**src/rtl/bcd_timer_ctrl.sv**
```systemverilog
// bcd_timer_ctrl: sequences a chain of single-digit BCD up/down counters as a
// programmable countdown timer. A preload steps every digit up to the target,
// then a prescaled tick decrements the chain with borrow propagation until the
// readback reaches zero.
//
// Strobe protocol with the counter chain: a strobe (dig_up, dig_down or
// dig_clr) is a one-cycle pulse; the chain applies it on the clock edge that
// ends the pulse, so count_in is stale while the pulse is visible. r_settle
// marks exactly those cycles, and count_in is never acted upon while it is set.
module bcd_timer_ctrl #(
  parameter int NUM_DIGITS = 4,
  parameter int PRESCALE   = 1000
) (
  input  logic                    clk,
  input  logic                    reset,
  input  logic                    start,
  input  logic                    pause,
  input  logic                    clear,
  input  logic                    load,
  input  logic [4*NUM_DIGITS-1:0] load_val,
  input  logic [4*NUM_DIGITS-1:0] count_in,
  output logic [NUM_DIGITS-1:0]   dig_up,
  output logic [NUM_DIGITS-1:0]   dig_down,
  output logic                    dig_clr,
  output logic [2:0]              state,
  output logic                    done
);

  localparam int            PW         = (PRESCALE > 1) ? $clog2(PRESCALE) : 1;
  localparam logic [PW-1:0] PRESC_LAST = PW'(PRESCALE - 1);

  typedef enum logic [2:0] {
    ST_IDLE  = 3'd0,
    ST_LOAD  = 3'd1,
    ST_RUN   = 3'd2,
    ST_PAUSE = 3'd3,
    ST_DONE  = 3'd4
  } state_t;

  state_t                  r_state;
  logic [NUM_DIGITS-1:0]   r_dig_up;
  logic [NUM_DIGITS-1:0]   r_dig_down;
  logic                    r_dig_clr;
  logic                    r_done;
  logic                    r_settle;
  logic [PW-1:0]           r_presc;
  logic [4*NUM_DIGITS-1:0] r_target;

  logic [4*NUM_DIGITS-1:0] w_clamped;
  logic [NUM_DIGITS-1:0]   w_mismatch;
  logic [NUM_DIGITS-1:0]   w_borrow;
  logic                    w_count_zero;
  logic                    w_tick;
  logic [PW-1:0]           w_presc_next;

  // Clamp the preload digits, find digits still short of the target, and
  // build the borrow chain (digit i borrows when every lower digit is 0).
  always_comb begin
    logic v_low_zero;
    w_clamped  = '0;
    w_mismatch = '0;
    w_borrow   = '0;
    v_low_zero = 1'b1;
    for (int i = 0; i < NUM_DIGITS; i++) begin
      w_clamped[4*i +: 4] = (load_val[4*i +: 4] > 4'd9) ? 4'd9 : load_val[4*i +: 4];
      w_mismatch[i]       = (count_in[4*i +: 4] != r_target[4*i +: 4]);
      w_borrow[i]         = v_low_zero;
      v_low_zero          = v_low_zero && (count_in[4*i +: 4] == 4'd0);
    end
  end

  assign w_count_zero = (count_in == '0);
  assign w_tick       = (r_presc == PRESC_LAST);
  assign w_presc_next = w_tick ? '0 : r_presc + PW'(1);

  // Main controller: command decode, preload stepping, countdown and outputs.
  always_ff @(posedge clk) begin
    if (reset) begin
      r_state    <= ST_IDLE;
      r_dig_up   <= '0;
      r_dig_down <= '0;
      r_dig_clr  <= 1'b0;
      r_done     <= 1'b0;
      r_settle   <= 1'b0;
      r_presc    <= '0;
      r_target   <= '0;
    end else begin
      // Strobes and done are single-cycle; settle follows whatever is issued.
      r_dig_up   <= '0;
      r_dig_down <= '0;
      r_dig_clr  <= 1'b0;
      r_done     <= 1'b0;
      r_settle   <= 1'b0;
      if (clear) begin
        r_dig_clr <= 1'b1;
        r_settle  <= 1'b1;
        r_presc   <= '0;
        r_state   <= ST_IDLE;
      end else begin
        case (r_state)
          ST_IDLE: begin
            if (load) begin
              r_target <= w_clamped;
              r_state  <= ST_LOAD;
            end else if (start && !r_settle && !w_count_zero) begin
              r_presc <= '0;
              r_state <= ST_RUN;
            end
          end
          ST_LOAD: begin
            // Issue cycle when settle is clear; the following cycle is idle.
            if (!r_settle) begin
              if (|w_mismatch) begin
                r_dig_up <= w_mismatch;
                r_settle <= 1'b1;
              end else begin
                r_state <= ST_IDLE;
              end
            end
          end
          ST_RUN: begin
            if (pause) begin
              r_state <= ST_PAUSE;
            end else begin
              r_presc <= w_presc_next;
              if (!r_settle) begin
                if (w_count_zero) begin
                  r_done  <= 1'b1;
                  r_state <= ST_DONE;
                end else if (w_tick) begin
                  r_dig_down <= w_borrow;
                  r_settle   <= 1'b1;
                end
              end
            end
          end
          ST_PAUSE: begin
            if (load) begin
              r_target <= w_clamped;
              r_state  <= ST_LOAD;
            end else if (!pause && start) begin
              r_state <= ST_RUN;
            end
          end
          ST_DONE: begin
            if (load) begin
              r_target <= w_clamped;
              r_state  <= ST_LOAD;
            end
          end
          default: r_state <= ST_IDLE;
        endcase
      end
    end
  end

  assign dig_up   = r_dig_up;
  assign dig_down = r_dig_down;
  assign dig_clr  = r_dig_clr;
  assign done     = r_done;
  assign state    = r_state;

endmodule

```
**config.mk**
```make
export PLATFORM = sky130hd
export DESIGN_NAME = bcd_timer_ctrl
export DESIGN_NICKNAME = d
export VERILOG_FILES = /design/src/rtl/bcd_timer_ctrl.sv
export SDC_FILE = /design/constraint.sdc
export NUM_CORES = 1
export LEC_CHECK = 0
export ABC_AREA = 1
export ABC_CLOCK_PERIOD_IN_PS = 1380
export BUFFER_PORTS_ARGS = -buffer_cell sky130_fd_sc_hd__buf_4
export CAP_MARGIN = 20
export CORE_ASPECT_RATIO = 1.4
export CORE_MARGIN = 2
export CORE_UTILIZATION = 49
export CTS_BUF_LIST = sky130_fd_sc_hd__clkbuf_4 sky130_fd_sc_hd__clkbuf_8 sky130_fd_sc_hd__clkbuf_16
export DETAILED_ROUTE_END_ITERATION = 8
export PLACE_DENSITY = 0.79
export RECOVER_POWER = 100
export SLEW_MARGIN = 20
export SYNTH_ARGS = -nofsm -noshare
export SYNTH_HDL_FRONTEND = slang
export SYNTH_SLANG_ARGS = --single-unit
```
**constraint.sdc**
```tcl
create_clock -name clk -period 1.38 [get_ports clk]
set_clock_uncertainty 0.1 [all_clocks]
set_input_delay 0 -clock clk [delete_from_list [all_inputs] [get_ports clk]]
set_output_delay 0 -clock clk [all_outputs]
set_load 0.02 [all_outputs]
```
==> out/qor.yml <==
path_clk_slew_ns: 0.09
insertion_delay_ns: 0.30
root_buffer: "clkbuf_8"
switching_share: 0.3209
die_y_um: 84.42
cts.htree.levels: 2
routed_via_density: 5.425
drc: 0
fin_nets: 520
stdcell_count: 544
irDropWorstVdd_mv: 0.7172
synth_top_family_by_area: "simple AND/OR/NAND/NOR gates"
period_minus_slack_ns: 1.569
violations: "negative hold slack, negative setup slack"
synth_xor_area_frac: 0.003870
finalHoldViolCount: 2
power_frac_clock: 0.303
n_fill_cell: 296
status: "complete, but fails checks"
yosysSeqAreaShare: 0.3538
fin_ws_ns: -0.1888
yosysWarnings: 0
antenna_found_initial: 0
ys_ff_latch: 40
syn_to_final_growth_pct: 60.53
dieArea_um2: 5186
cts_tree: "yes"
drt_iter0_drc: 217
numPortBuffers: 50
crit_fanout: 4
end_kind: "flop"
fin_total_pwr_mw: 3.003
synth-adder-area-share: 0.005528
grt_overflow: 0
leakage_nw: 1.661
drv_slew: 0
dp_cells: 503
start_util: 0.5031
antennaDiodeCount: 0
max-cap-violations: 0
totalWireLength_um: 8644
synth_nets: 401
drive_gt1_frac: 0.4066
drt_pass1_iterations: 5
rsz0062_at_grt: "yes"
hold_class: "in -> reg"
clockBufferDepth: 2
vias: 2951
crit_path_start_kind: "flop"
cts_hold_buf: 22
arrival_ns: 1.70
netlist_instances: 362
synth_mux_area_frac: 0
dpl.hpwl_um: 4656
combPwrFrac: 0.282
num_io_pins: 51
intPower_mw: 2.039
synth.avg_cell_area_um2: 6.253
num_rows: 29
cts_buffers: 5
final_common_cell: "buf_4"
max_freq_ghz: 0.6374
grt_pass1_wl_um: 11160
worst_pin_slew_ns: 0.3500
path_class: "reg -> reg"
place_area_um2: 2977
slew_headroom: 0.7642
crit_required_ns: 1.52
cts.sinks: 40
wire_per_inst_um: 15.89
stdcell_area_um2: 3633
p_sw_uw: 963.8
p_seq_frac: 0.414
yosysUniqueCellTypes: 30
grt_max_degree: 14
setup_viol: 36
synth_compound_area_frac: 0.1371
power_density_nw_per_um2: 826.6
whs_ns: -0.01132
fin_crit_sh: 1.137
core_area_um2: 4499
synthesis.area_um2: 2263
fp.dieW_um: 61.44
yosys.area_share.simple: 0.3715
gp_congestion: 0.8791
ant_nets: 0
grt_pass1_vias: 2703
final_cell_mix: "76 x buf_4, 74 x nand2_1, 51 x inv_1"
track_usage: 0.2816
==> stage by stage <==
| step | hold WS, ns | worst slack [ns] | utilization | TNS [ns] |
|---|---|---|---|---|
| finish | -0.01132 | -0.1888 | 0.8076 | -4.131 |
| CTS | -0.03066 | -0.1185 | 0.7525 | -1.715 |
| global route | 0.01076 | -0.2757 | 0.8076 | -7.003 |
| floorplan | -0.02153 | -0.01562 | - | -0.04855 |
| detailed placement | 0.1522 | -0.1169 | 0.6616 | -2.077 |
| global placement | 0.1419 | -0.1200 | 0.6616 | -1.256 |
==> cells by family after synthesis <==
group                      after synthesis
adders and majority gates                1
xor gates and xnor gates                 1
DFF                                     40
AOI/OAI and AO/OA                       56
and+or+nand+nor                        191
buffers and inverters                   73
==> flip-flops by register name, summed over array words and instances (netlist names) <==
signal    cells
dig_clr       1
state         3
r_target     16
done          1
dig_down      4
r_presc      10
dig_up        4
r_settle      1
==> layout make-up <==
type	count	area (um^2)	share of cell area
clock inverters	2	11.26	0.003099
repair buffers	114	899.6	0.2476
flip-flops and latches	40	839.6	0.2311
inverters	69	271.5	0.07472
multi-input cells	249	1426	0.3926
well taps	62	77.57	0.02135
clock buffers	6	93.84	0.02583
repair inverters	2	13.76	0.003788
==> critical path, stage by stage (launching register included) <==
cell	delay (ns)
dfxtp_4	0.39
inv_4	0.04
nor3_4	0.22
buf_6	0.15
inv_4	0.04
nand2_4	0.07
nand2_4	0.07
buf_6	0.12
o21bai_1	0.12
inv_1	0.06
nor2_1	0.11
==> cell usage after synthesis <==
library cell  number  area share
nor2_2             4       0.011
inv_1             63        0.10
nor3_2             3       0.013
a22oi_1            1      0.0033
nand2_1           93        0.15
nand3_1           24       0.053
inv_2              5      0.0083
clkbuf_1           1      0.0017
nor2_1            51       0.085
a21oi_1           26       0.057
dfxtp_1           40        0.35
or2_2              1      0.0028
buf_2              1      0.0022
nor3_1             2      0.0044
buf_6              2      0.0099
nor3_4             2       0.014
ha_1               1      0.0055
nand3_2            2      0.0088
o21ai_0           13       0.029
a211oi_1           2      0.0066
o21ai_2            1      0.0039
nand2_2            5       0.014
a31oi_1            5       0.014
o21bai_1           1      0.0033
xor2_1             1      0.0039
clkinv_1           1      0.0017
o21ai_1            4      0.0088
a21oi_2            2      0.0077
nand4_1            4       0.011
o211ai_1           1      0.0033
==> power by group through the flow <==
stage                     clock, mW  combinational, mW  sequential (mW)
after global routing          0.967              0.904             1.25
after floorplan                   0              0.316             1.27
after detailed placement          0              0.579             1.26
after CTS                     0.906              0.666             1.23
final                         0.911              0.848             1.24
after global placement            0              0.568             1.25
==> layer usage <==
metal / vias to the layer above / global-route usage / part of all wire
met5: - / 0 / 0
met4: 0 / 0.1393 / 0.062
met3: 50 / 0.08012 / 0.068
met2: 164 / 0.5261 / 0.52
met1: 1370 / 0.2598 / 0.35
li1: 1367 / - / -
==> final timing paths <==
path	from	to	cells after the start	slack, ns
hold reg to reg	r_target[5]$_SDFFE_PP0P_	r_target[5]$_SDFFE_PP0P_	2	0.39
setup / recovery	state[1]$_SDFFE_PP0P_	r_presc[6]$_SDFFE_PP0P_	10	-0.19
setup reg to reg	state[1]$_SDFFE_PP0P_	r_presc[6]$_SDFFE_PP0P_	10	-0.19
hold / removal	count_in[11]	dig_up[2]$_SDFF_PP0_	5	-0.01
==> what timing repair did <==
item / in CTS / in global routing
resized for setup: 27 / 75
gates cloned: 1 / 1
hold endpoints to repair: 24 / 1
pin swaps: 5 / 30
setup endpoints to repair: 37 / 38
setup buffers: 2 / 8
No activity file was read; power rests on OpenSTA's default activity.
